## src/rtl/riscv_pkg.sv

```systemverilog
// Shared definitions for the multicycle RV32I control path: opcodes, FSM states
// and the select encodings consumed by the datapath muxes and ALU decoder.
package riscv_pkg;

  localparam logic [6:0] OP_LOAD   = 7'b0000011;
  localparam logic [6:0] OP_STORE  = 7'b0100011;
  localparam logic [6:0] OP_RTYPE  = 7'b0110011;
  localparam logic [6:0] OP_ITYPE  = 7'b0010011;
  localparam logic [6:0] OP_JAL    = 7'b1101111;
  localparam logic [6:0] OP_BRANCH = 7'b1100011;

  typedef enum logic [3:0] {
    S_FETCH    = 4'd0,
    S_DECODE   = 4'd1,
    S_MEMADR   = 4'd2,
    S_MEMREAD  = 4'd3,
    S_MEMWB    = 4'd4,
    S_MEMWRITE = 4'd5,
    S_EXECR    = 4'd6,
    S_EXECI    = 4'd7,
    S_JAL      = 4'd8,
    S_ALUWB    = 4'd9,
    S_BEQ      = 4'd10,
    S_HALT     = 4'd11
  } state_t;

  localparam logic [1:0] RES_ALUOUT    = 2'b00;
  localparam logic [1:0] RES_DATA      = 2'b01;
  localparam logic [1:0] RES_ALURESULT = 2'b10;

  localparam logic [1:0] SRCA_PC    = 2'b00;
  localparam logic [1:0] SRCA_OLDPC = 2'b01;
  localparam logic [1:0] SRCA_RD1   = 2'b10;

  localparam logic [1:0] SRCB_RD2  = 2'b00;
  localparam logic [1:0] SRCB_IMM  = 2'b01;
  localparam logic [1:0] SRCB_FOUR = 2'b10;

  localparam logic [1:0] ALUOP_ADD   = 2'b00;
  localparam logic [1:0] ALUOP_SUB   = 2'b01;
  localparam logic [1:0] ALUOP_FUNCT = 2'b10;

  localparam logic [1:0] IMM_I = 2'b00;
  localparam logic [1:0] IMM_S = 2'b01;
  localparam logic [1:0] IMM_B = 2'b10;
  localparam logic [1:0] IMM_J = 2'b11;

endpackage

```

## src/rtl/imm_src_dec.sv

```systemverilog
// Immediate-format select, decoded purely from the opcode so the immediate is
// ready in every state (DECODE needs the B/J immediate for the branch target).
module imm_src_dec
  import riscv_pkg::*;
(
  input  logic [6:0] op,
  output logic [1:0] imm_src
);

  always_comb begin
    imm_src = IMM_I;
    case (op)
      OP_STORE:  imm_src = IMM_S;
      OP_BRANCH: imm_src = IMM_B;
      OP_JAL:    imm_src = IMM_J;
      default:   imm_src = IMM_I;
    endcase
  end

endmodule

```

## src/rtl/multicycle_ctrl.sv

```systemverilog
// Main control FSM of the multicycle RV32I core with req/ready memory handshake
// and sticky illegal-opcode detection; state is exported for observation.
module multicycle_ctrl
  import riscv_pkg::*;
#(
  parameter bit ILLEGAL_HALT = 1'b1
) (
  input  logic       clk,
  input  logic       resetn,
  input  logic [6:0] op,
  input  logic       zero,
  input  logic       mem_ready,
  output logic       mem_req,
  output logic       mem_write,
  output logic       adr_src,
  output logic       ir_write,
  output logic       pc_write,
  output logic       reg_write,
  output logic [1:0] result_src,
  output logic [1:0] alu_src_a,
  output logic [1:0] alu_src_b,
  output logic [1:0] alu_op,
  output logic [1:0] imm_src,
  output logic       illegal,
  output logic       instr_done,
  output state_t     state
);

  // Memory handshake: mem_req with mem_write/adr_src stays stable until a cycle
  // with mem_ready=1, which completes the access; that cycle is the last one.
  state_t state_q, state_d;
  logic   illegal_q, illegal_set;
  logic   mem_req_c, mem_write_c, ir_write_c, pc_write_c, reg_write_c, done_c;

  imm_src_dec u_imm_src_dec (
    .op      (op),
    .imm_src (imm_src)
  );

  always_ff @(posedge clk or negedge resetn) begin
    if (!resetn) begin
      state_q   <= S_FETCH;
      illegal_q <= 1'b0;
    end else begin
      state_q   <= state_d;
      illegal_q <= illegal_q | illegal_set;
    end
  end

  always_comb begin
    state_d     = state_q;
    illegal_set = 1'b0;
    mem_req_c   = 1'b0;
    mem_write_c = 1'b0;
    ir_write_c  = 1'b0;
    pc_write_c  = 1'b0;
    reg_write_c = 1'b0;
    done_c      = 1'b0;
    adr_src     = 1'b0;
    result_src  = RES_ALUOUT;
    alu_src_a   = SRCA_PC;
    alu_src_b   = SRCB_RD2;
    alu_op      = ALUOP_ADD;
    case (state_q)
      S_FETCH: begin
        mem_req_c  = 1'b1;
        alu_src_b  = SRCB_FOUR;
        result_src = RES_ALURESULT;
        ir_write_c = mem_ready;
        pc_write_c = mem_ready;
        if (mem_ready) state_d = S_DECODE;
      end
      S_DECODE: begin
        alu_src_a = SRCA_OLDPC;
        alu_src_b = SRCB_IMM;
        case (op)
          OP_LOAD, OP_STORE: state_d = S_MEMADR;
          OP_RTYPE:          state_d = S_EXECR;
          OP_ITYPE:          state_d = S_EXECI;
          OP_JAL:            state_d = S_JAL;
          OP_BRANCH:         state_d = S_BEQ;
          default: begin
            illegal_set = 1'b1;
            if (ILLEGAL_HALT) begin
              state_d = S_HALT;
            end else begin
              state_d = S_FETCH;
              done_c  = 1'b1;
            end
          end
        endcase
      end
      S_MEMADR: begin
        alu_src_a = SRCA_RD1;
        alu_src_b = SRCB_IMM;
        state_d   = (op == OP_LOAD) ? S_MEMREAD : S_MEMWRITE;
      end
      S_MEMREAD: begin
        mem_req_c = 1'b1;
        adr_src   = 1'b1;
        if (mem_ready) state_d = S_MEMWB;
      end
      S_MEMWB: begin
        result_src  = RES_DATA;
        reg_write_c = 1'b1;
        done_c      = 1'b1;
        state_d     = S_FETCH;
      end
      S_MEMWRITE: begin
        mem_req_c   = 1'b1;
        mem_write_c = 1'b1;
        adr_src     = 1'b1;
        done_c      = mem_ready;
        if (mem_ready) state_d = S_FETCH;
      end
      S_EXECR: begin
        alu_src_a = SRCA_RD1;
        alu_op    = ALUOP_FUNCT;
        state_d   = S_ALUWB;
      end
      S_EXECI: begin
        alu_src_a = SRCA_RD1;
        alu_src_b = SRCB_IMM;
        alu_op    = ALUOP_FUNCT;
        state_d   = S_ALUWB;
      end
      S_JAL: begin
        // Return address PC+4 is formed from OldPC while the jump target
        // computed in DECODE (held in ALUOut) is loaded into the PC.
        alu_src_a  = SRCA_OLDPC;
        alu_src_b  = SRCB_FOUR;
        pc_write_c = 1'b1;
        state_d    = S_ALUWB;
      end
      S_ALUWB: begin
        reg_write_c = 1'b1;
        done_c      = 1'b1;
        state_d     = S_FETCH;
      end
      S_BEQ: begin
        alu_src_a  = SRCA_RD1;
        alu_op     = ALUOP_SUB;
        pc_write_c = zero;
        done_c     = 1'b1;
        state_d    = S_FETCH;
      end
      S_HALT:  state_d = S_HALT;
      default: state_d = S_FETCH;
    endcase
  end

  // Strobes are forced low while reset is held, even though FETCH is decoded.
  assign mem_req    = mem_req_c & resetn;
  assign mem_write  = mem_write_c & resetn;
  assign ir_write   = ir_write_c & resetn;
  assign pc_write   = pc_write_c & resetn;
  assign reg_write  = reg_write_c & resetn;
  assign instr_done = done_c & resetn;
  assign illegal    = illegal_q;
  assign state      = state_q;

endmodule

```

## config.mk

```make
export PLATFORM = sky130hd
export DESIGN_NAME = multicycle_ctrl
export DESIGN_NICKNAME = d
export VERILOG_FILES = /design/src/rtl/riscv_pkg.sv /design/src/rtl/imm_src_dec.sv /design/src/rtl/multicycle_ctrl.sv
export SDC_FILE = /design/constraint.sdc
export NUM_CORES = 1
export LEC_CHECK = 0
export CORE_MARGIN = 2
export CORE_UTILIZATION = 34
export CTS_CLUSTER_SIZE = 28
export DETAILED_ROUTE_END_ITERATION = 12
export HOLD_SLACK_MARGIN = 0.08
export MAX_ROUTING_LAYER = met4
export PLACE_DENSITY = 0.85
export RECOVER_POWER = 100
export REMOVE_ABC_BUFFERS = 1
export SLEW_MARGIN = 5
export SYNTH_ARGS = -nofsm -noshare
export SYNTH_HDL_FRONTEND = slang
export SYNTH_SLANG_ARGS = --single-unit
```

## constraint.sdc

```tcl
create_clock -name clk -period 1.4 [get_ports clk]
set_input_delay 0.42 -clock clk [delete_from_list [all_inputs] [get_ports clk]]
set_output_delay 0.42 -clock clk [all_outputs]
set_load 0.02 [all_outputs]
```

==> summary.txt, run 1 <==
Run status
  • Status: complete, but fails checks
  • Violated checks: negative setup slack

Setup path
  • CP Data Arrival Time: around 1.5 ns
  • WP data required: around 1 ns
  • CP Cell Sequence: buf_6 -> nand2b_4 -> nor3b_2 -> a21oi_1 -> nor2b_1 -> buf_4
  • Worst R2R Setup Slack: -0.14 ns
  • CP Max Fanout: 7
  • RR Startpoint: state[0]$_DFFE_PN0P_
  • WS Path Type: flop to output pin
  • Max stage delay on crit path: approximately 0.50 ns
  • RR Endpoint: state[0]$_DFFE_PN0P_
  • Crit start category: flop
  • Crit. End Element: output pin
  • FF-to-FF path depth: 7
  • Slowest-stage cell, CP: dfrtp_2

Routing
  • Residual DRC: 0
  • Post-DRT Antenna Nets: 0
  • Via count: around 1100
  • Routed WL: between 3000 and 4000 um
  • First-pass DRT Iterations: 4
  • Detailed Route Iter0 Violations: 40
  • Vias per cell: between 5 and 6
  • WL/cell: between 15 and 20 um

Logic synthesis
  • Simple-gate share of the synthesized area: 42.3%
  • Compound-Gate Fraction of Synth Area: between 20% and 30%
  • Yosys top cell area share: ~20%
  • Synth Instances: 90
  • Post-synth top area cell: dfrtp_1
  • Avg Cell Area, Syn: 6.90 um2
  • YS warnings: 0
  • Post-synth EDFFs: 0
  • Adder-cell area share of the yosys netlist: 0%
  • FF+latch count, synth: 5
  • Most numerous cell in the Yosys netlist: nor2_1
  • Syn Std Cell Area: 621 um2
  • Sequential area share after synthesis: between 20% and 30%
  • Top post-synthesis cells by area: dfrtp_1 20%, nor2_1 9.7%, a21oi_1 7.3%, xnor2_1 7.1%, nand2b_1 6.0%
  • Largest family of logic cells by synthesized area: simple AND/OR/NAND/NOR gates
  • Library cells used by synthesis: 33
  • Xor/xnor share of the synthesized area: under 10%
  • Multiplexer share of the synthesized area: 0%
  • Synth cell count leaders: 16 x nor2_1, 9 x a21oi_1, 7 x buf_2
  • Most common flop cell mapped by yosys: dfrtp_1
  • Synth async-reset ratio: 100%

Global route
  • Initial antenna violation count: 0
  • Largest net degree at the start of global routing: 8
  • Vias in the first global route: around 1000
  • First-pass GRT wire length: between 4000 and 5000 um
  • GRT Util Overall: a little under a third
  • GRT overflow: 0

Die
  • Std-Cell Rows: 15
  • Initial Util: between 30% and 40%
  • Chip width: 46.7 um
  • I/O pins: 33
  • Chip height: about 47 um
  • Core area: 0.00173 mm2
  • Full die area: between 0.002 and 0.0025 mm2

Clock network
  • Clock Tree Root: clkbuf_4
  • CTS Hold Bufs: 0
  • Clock buffer depth: 2
  • Clock transition at the registers of the reported paths: 0.06 ns
  • CTS tree: done
  • H-tree depth: 1
  • Skew-Pair Late Insertion Delay: between 0.2 and 0.3 ns
  • Num Clock Sinks: 5
  • Inserted Clock Buffers: 3

Power and ir drop
  • Pwr/cell area: approximately 2400 mW/mm2
  • Worst VDD drop: 1620 uV
  • Leakage: 0.000713 uW

Job
  • Max Cap Viol: 0

Layout
  • Synth-to-Final Area Change: 158%
  • Fin area: between 0.0015 and 0.002 mm2
  • # fillers: 66
  • Area of the multi-input gates: between 600 and 700 um2
  • Finished Core Util: 92.7%
  • # nets final: approximately 180
  • Ratio of cells with drive above 1 in the final layout: between 70 and 80%
  • Sequential Area: 130 um2
  • Antenna diode count: 0

STA
  • Actual slew at the worst max-slew pin: just under 0.4 ns
  • Final WS setup: -0.538 ns
  • RSZ-0062 raised after global routing: yes
  • Tmin final: about 1.9 ns
  • Max Fclk: approximately 520 MHz
  • Rel. slew slack: about three quarters
  • Final worst-path cycle share: 138%
  • Final setup fails: 24
  • Final hold slack: between 0.4 and 0.5 ns
  • Final number of hold-violating endpoints: 0
  • Skew final: 0.00699 ns
  • Slew Viols, Final: 0

Placement
  • Post-DP HPWL: around 1600 um
  • Placer Congestion: slightly above 0.8
  • DP Area: between 0.001 and 0.0015 mm2
  • Port Buffers: 32

Worst hold path
  • Hold WC Path Type: input pin to async pin
[routing by layer]
metal	track usage, %	up-vias	share of wire [%]	routed length [um]
li1	-	489	-	-
met1	34.4	558	37	1420
met2	59.2	83	53	2050
met3	3.92	18	6.6	256
met4	8.33	0	3.7	144
met5	-	-	0	0
[worst max-delay path by stage]
stage | start | endpoint | cells past startpoint
2_1_floorplan | state[1]$_DFFE_PN0P_ | mem_req | 4
3_3_place_gp | op[3] | imm_src[0] | 4
3_5_place_dp | op[3] | imm_src[0] | 4
4_1_cts | state[0]$_DFFE_PN0P_ | reg_write | 5
5_1_grt | state[2]$_DFFE_PN0P_ | instr_done | 6
6_report | state[2]$_DFFE_PN0P_ | instr_done | 6
[critical path, delay by kind of cell (launching register included)]
| kind | cells | cell delay (ns) |
|---|---|---|
| AO/OA/AOI/OAI | 1 | 0.07 |
| AND/OR/NAND/NOR | 3 | 0.37 |
| buffers and inverters | 2 | 0.31 |
| flip-flops | 1 | 0.50 |
[what timing repair did]
action	4_1_cts	5_1_grt
setup buffers	18	7
endpoints found under the setup margin	27	27
cloned	0	0
pin swaps	16	11
gates resized for setup	177	48
[cells in the final DEF (no fill, tap or decap), drive strengths merged]
master         netlist  final
clkdlybuf4s15        0      1
nand3b               1      1
a21boi               1      1
nand3                2      2
a22oi                1      1
nor4                 3      3
nand4b               1      1
or3                  2      2
o22ai                1      1
a211oi               1      1
and3                 1      1
nor3b                4      4
a211o                1      1
a21oi                9      9
a31oi                1      1
clkdlybuf4s50        0      1
nor2b                3      3
inv                  1      1
clkbuf               0      8
o32ai                1      1
o21ai                3      3
nand2                4      4
buf                  7     74
o221ai               1      1
dlygate4sd2          0      2
nor2                16     16
clkinv               1      1
dfrtp                5      5
nand2b               6      6
a31o                 1      1
a2111oi              1      1
o211ai               1      1
or4                  1      1
nor3                 4      4
xnor2                5      5
[area by class of cell]
cell class | count | share of cell area [%]
Clock buffer | 4 | 1.64
Inverter | 2 | 0.782
Timing Repair Buffer | 82 | 45.7
Tap cell | 25 | 1.95
Sequential cell | 5 | 8.13
Multi-Input combinational cell | 76 | 41.8
[kinds of logic after synthesis]
group | count (synthesis)
AND/OR/NAND/NOR | 48
buffers and inverters | 9
XOR/XNOR | 5
AO/OA/AOI/OAI | 23
flip-flops | 5
[stage by stage]
| step | TNS (ns) | setup slack (ns) | power (uW) | std cells |
|---|---|---|---|---|
| 2_1_floorplan | -7.28 | -0.853 | 1280 | 83 |
| 3_3_place_gp | -15.90 | -1.08 | 2260 | 168 |
| 3_5_place_dp | -16.29 | -1.11 | 2310 | 168 |
| 4_1_cts | -6.06 | -0.454 | 3020 | 189 |
| 5_1_grt | -8.91 | -0.615 | 3980 | 194 |
| 6_report | -7.89 | -0.538 | 3830 | 194 |
[where the power goes]
part	total, uW	internal [uW]	switching, uW
clock network	188	109	79.1
registers	352	208	144
logic	3290	1690	1600
[registers in the layout, summed over array words and instances (netlist names)]
signal and flops:
state 4, illegal 1
Power figures use the tool's default switching activity.
==> inputs of run 2 (changes only) <==
Settings changed: CORE_UTILIZATION 34 to 36, PLACE_DENSITY 0.85 to 0.86, SYNTH_HIERARCHICAL from default to 1.
==> run 2 against run 1 <==
The flow now stops in global routing; synthesized area is 10% higher; synthesized cell count is 4.4% higher.
==> summary.txt, run 2 <==
Run status
  • Status: did not finish
  • Failing step: global routing
  • Tool error: [ERROR DPL-0038] Utilization greater than 100%, impossible to legalize

Global route
  • Largest net degree at the start of global routing: 10

Die
  • Chip width: 47.6 um (+2.0%)
  • Initial Util: 38.9% (+2.9 points)
  • I/O pins: 33 (unchanged)
  • Std-Cell Rows: 15 (unchanged)
  • Chip height: 47.6 um (+2.0%)

Clock network
  • CTS Hold Bufs: 0 (unchanged)
  • Clock Tree Root: clkbuf_4
  • Inserted Clock Buffers: 3 (unchanged)
  • Clock buffer depth: 2 (unchanged)
  • H-tree depth: 1 (unchanged)
  • Num Clock Sinks: 5 (unchanged)

Logic synthesis
  • Post-synth EDFFs: 0 (unchanged)
  • YS warnings: 6 (+6)
  • Top post-synthesis cells by area: dfrtp_1 18%, nor3b_1 5.5%, nor2b_1 4.6%, a21oi_1 4.4%, mux2i_1 4.4%
  • Library cells used by synthesis: 43 (+30%)
  • Most numerous cell in the Yosys netlist: a21oi_1
  • Most common flop cell mapped by yosys: dfrtp_1
  • Synth async-reset ratio: 100% (unchanged)
  • Yosys top cell area share: 18.2% (-1.9 points)
  • Syn Std Cell Area: 686 um2 (+10%)
  • Avg Cell Area, Syn: 7.29 um2 (+5.8%)
  • Post-synth top area cell: dfrtp_1
  • FF+latch count, synth: 5 (unchanged)
  • Synth Instances: 94 (+4.4%)
  • Sequential area share after synthesis: 18.2% (-1.9 points)

Placement
  • DP Area: 0.00129 mm2 (+13%)
  • Post-Place Setup Slack: -1.02 ns (+0.0825 ns)
  • Post-DP HPWL: 2110 um (+31%)
  • Number of cells after detailed placement: 182 (+8.3%)
  • Placer Congestion: 0.965 (+17%)
  • Port Buffers: 32 (unchanged)

STA
  • Last worst endpoint in the global-route repair_timing: instr_done
  • Kind of the worst endpoint: output port
## run 2: kinds of logic after synthesis
family / after synthesis / share of synthesized area [%]
AO/OA/AOI/OAI: 23 / 22.8
buffers and inverters: 11 / 7.30
XOR/XNOR: 3 / 3.83
AND/OR/NAND/NOR: 49 / 43.4
flip-flops: 5 / 18.2
multiplexers: 3 / 4.38
## run 2: metrics by stage
step | hold WS (ns) | TNS, ns
detailed placement | 0.460 | -16.37
floorplan | 0.124 | -8.70
global placement | 0.458 | -15.50
CTS | 0.337 | -7.38
## run 2: timing repair
item                                    4_1_cts
buffers inserted                             12
resized for setup                           193
endpoints found under the setup margin       27
pin swaps                                    18
==> inputs of run 3 (changes only) <==
Settings changed: CORE_AREA from default to 2 2 63 65, CORE_MARGIN 2 to default, CORE_UTILIZATION 36 to default, CTS_CLUSTER_SIZE 28 to default, DIE_AREA from default to 0 0 65 67, HOLD_SLACK_MARGIN 0.08 to default, MAX_ROUTING_LAYER met4 to default, PLACE_DENSITY 0.86 to default, PLACE_DENSITY_LB_ADDON from default to 0.15.
Clock period 1.4 ns to 1.8 ns, I/O delays scaled along.
==> run 3 against run 2 <==
The flow now finishes, with violations (negative setup slack); synthesized cell count is the same; synthesized area is the same.
==> summary.txt, run 3 <==
Logic synthesis
  • Post-synth top area cell: dfrtp_1
  • Library cells used by synthesis: 43 (unchanged)
  • Most numerous cell in the Yosys netlist: a21oi_1
  • Syn Std Cell Area: 686 um2 (unchanged)
  • Post-synth EDFFs: 0 (unchanged)
  • Sequential area share after synthesis: 18.2% (unchanged)
  • Synth async-reset ratio: 100% (unchanged)
  • FF+latch count, synth: 5 (unchanged)
  • Synth Instances: 94 (unchanged)
  • Top post-synthesis cells by area: dfrtp_1 18%, nor3b_1 5.5%, nor2b_1 4.6%, a21oi_1 4.4%, mux2i_1 4.4%
  • Most common flop cell mapped by yosys: dfrtp_1
  • YS warnings: 6 (unchanged)
  • Yosys top cell area share: 18.2% (unchanged)
  • Avg Cell Area, Syn: 7.29 um2 (unchanged)

STA
  • Final worst-path cycle share: 108%
  • RSZ-0062 raised after global routing: yes
  • Actual slew at the worst max-slew pin: 0.374 ns
  • Slew Viols, Final: 0
  • Skew final: approximately 0.0018 ns
  • Final setup fails: 14
  • Final WS setup: -0.147 ns
  • Max Fclk: 514 MHz
  • Final number of hold-violating endpoints: 0
  • Tmin final: 1.95 ns
  • Final hold slack: about 0.47 ns
  • Rel. slew slack: 74.9%

Routing
  • Detailed Route Iter0 Violations: 21
  • Routed WL: 2750 um
  • Residual DRC: 0
  • Via count: 1010
  • First-pass DRT Iterations: 4
  • WL/cell: ~12 um
  • Vias per cell: 4.55
  • Post-DRT Antenna Nets: 0

Layout
  • Ratio of cells with drive above 1 in the final layout: between 60% and 70%
  • Most frequent cells in the layout: 43 x buf_4, 23 x buf_6
  • Max reg flops: 4
  • Commonest non-fill, non-tap cell in the layout: buf_4
  • Antenna diode count: 0
  • # nets final: around 190
  • Area of the multi-input gates: 689 um2
  • Finished Core Util: 45.8%
  • # fillers: around 380
  • Sequential Area: approximately 130 um2
  • Synth-to-Final Area Change: 141%
  • Post-Layout Cell Count: 222

Power and ir drop
  • Worst VDD drop: between 800 and 900 uV
  • Leakage: 0.000757 uW
  • Pwr/cell area: ~1700 mW/mm2

Setup path
  • RR Startpoint: state[3]$_DFFE_PN0P_
  • Worst R2R Setup Slack: 0.06 ns
  • CP Max Fanout: 5
  • Crit. End Element: output pin
  • Worst setup path endpoint: reg_write
  • Max stage delay on crit path: about 0.46 ns
  • WP data required: around 1.3 ns
  • Instance count on the critical path: 5
  • CP delay by family, top: flip-flops
  • FF-to-FF path depth: 6
  • RR Endpoint: state[2]$_DFFE_PN0P_
  • Slowest-stage cell, CP: dfrtp_2
  • WS Path Type: flop to output pin
  • Crit start category: flop
  • CP Cell Sequence: buf_6 -> nor3b_2 -> a21oi_1 -> nor3b_1 -> buf_2
  • Bufs and invs on worst path: 2
  • Setup crit start: state[3]$_DFFE_PN0P_
  • CP Data Arrival Time: about 1.4 ns

Clock network
  • CTS tree: done
  • Inserted Clock Buffers: 3 (unchanged)
  • Clock transition at the registers of the reported paths: around 0.03 ns
  • Clock buffer depth: 2 (unchanged)
  • H-tree depth: 1 (unchanged)
  • CTS Hold Bufs: 0 (unchanged)
  • Num Clock Sinks: 5 (unchanged)
  • Clock Tree Root: clkbuf_8
  • Skew-Pair Late Insertion Delay: approximately 0.22 ns

Die
  • Std-Cell Rows: 22 (+7)
  • I/O pins: 33 (unchanged)
  • Chip width: 65 um (+36%)
  • Initial Util: 19.0% (-20 points)
  • Full die area: between 0.004 and 0.005 mm2
  • Core area: roughly 0.0036 mm2
  • Chip height: 67 um (+41%)

Global route
  • First-pass GRT wire length: roughly 4600 um
  • Largest net degree at the start of global routing: 12
  • Vias in the first global route: roughly 990
  • Initial antenna violation count: 0
  • GRT overflow: 0
  • GRT Util Overall: 13.2%

Worst hold path
  • Hold WC Path Type: flop to flop

Placement
  • Port Buffers: 32 (unchanged)
  • Post-Place Setup Slack: -0.874 ns (+0.150 ns)
  • Post-DP HPWL: 1960 um (-7.0%)
  • Number of cells after detailed placement: 206 (+13%)
  • Placer Congestion: 0.835 (-13%)

Job
  • Max Cap Viol: 0

Run status
  • Status: complete, but fails checks
  • Violated checks: negative setup slack
[run 3: cell counts after synthesis]
Identical to the previous run, type by type.
[run 3: per-layer routing]
| layer | part of all wire, % | vias to the layer above | track usage (%) |
|---|---|---|---|
| li1 | - | 507 | - |
| met2 | 53 | 31 | 24.7 |
| met1 | 42 | 472 | 15.9 |
| met3 | 5.5 | 0 | 2.36 |
| met5 | 0 | - | 0 |
| met4 | 0 | 0 | 1.60 |
[run 3: cell type report]
cell class                 count  area share, %
timing repair buffer          84           43.2
multi-input combinational     78           41.7
sequential                     5           7.88
tap                           48           3.64
clock buffer                   4           2.73
inverter                       3          0.833
[run 3: through the flow]
| step | TNS (ns) | power, uW | instance area, um2 |
|---|---|---|---|
| 2_1_floorplan | -3.55 | 1060 | 647 |
| 3_3_place_gp | -10.45 | 2050 | 1330 |
| 3_5_place_dp | -10.86 | 2060 | 1330 |
| 4_1_cts | -1.25 | 2660 | 1570 |
| 5_1_grt | -2.00 | 3100 | 1650 |
| 6_report | -1.07 | 2870 | 1650 |
[run 3: logic make-up after synthesis]
logic type	Yosys count	share of synthesized area, %
and+or+nand+nor	49	43.4
buffers and inverters	11	7.30
xor gates and xnor gates	3	3.83
AOI/OAI and AO/OA	23	22.8
muxes	3	4.38
DFF	5	18.2
[run 3: worst min-delay path by stage]
stage / endpoint / startpoint / cells after the start / slack, ns
after floorplan: illegal$_DFF_PN0_ / resetn / 0 / 0.24
after global placement: illegal$_DFF_PN0_ / illegal$_DFF_PN0_ / 1 / 0.45
after detailed placement: illegal$_DFF_PN0_ / illegal$_DFF_PN0_ / 1 / 0.46
after CTS: illegal$_DFF_PN0_ / illegal$_DFF_PN0_ / 1 / 0.47
after global routing: illegal$_DFF_PN0_ / illegal$_DFF_PN0_ / 1 / 0.48
final: illegal$_DFF_PN0_ / illegal$_DFF_PN0_ / 1 / 0.47
[run 3: what timing repair did]
action / in CTS / in global routing
endpoints found under the setup margin: 25 / 17
resized for setup: 168 / 25
buffers inserted: 9 / 6
pin swaps: 14 / 12
gates cloned: 1 / 1
[run 3: power by group]
| group | internal [uW] | switching [uW] |
|---|---|---|
| Clock | 152 | 52.2 |
| Sequential | 164 | 88.4 |
| Combinational | 1350 | 1060 |
[run 3: worst reg2reg max path: cells and delay by family (launching register included)]
family | cells | cell delay (ns)
simple gates | 2 | 0.48
buf+inv | 2 | 0.28
compound gates | 2 | 0.41
flops | 1 | 0.46
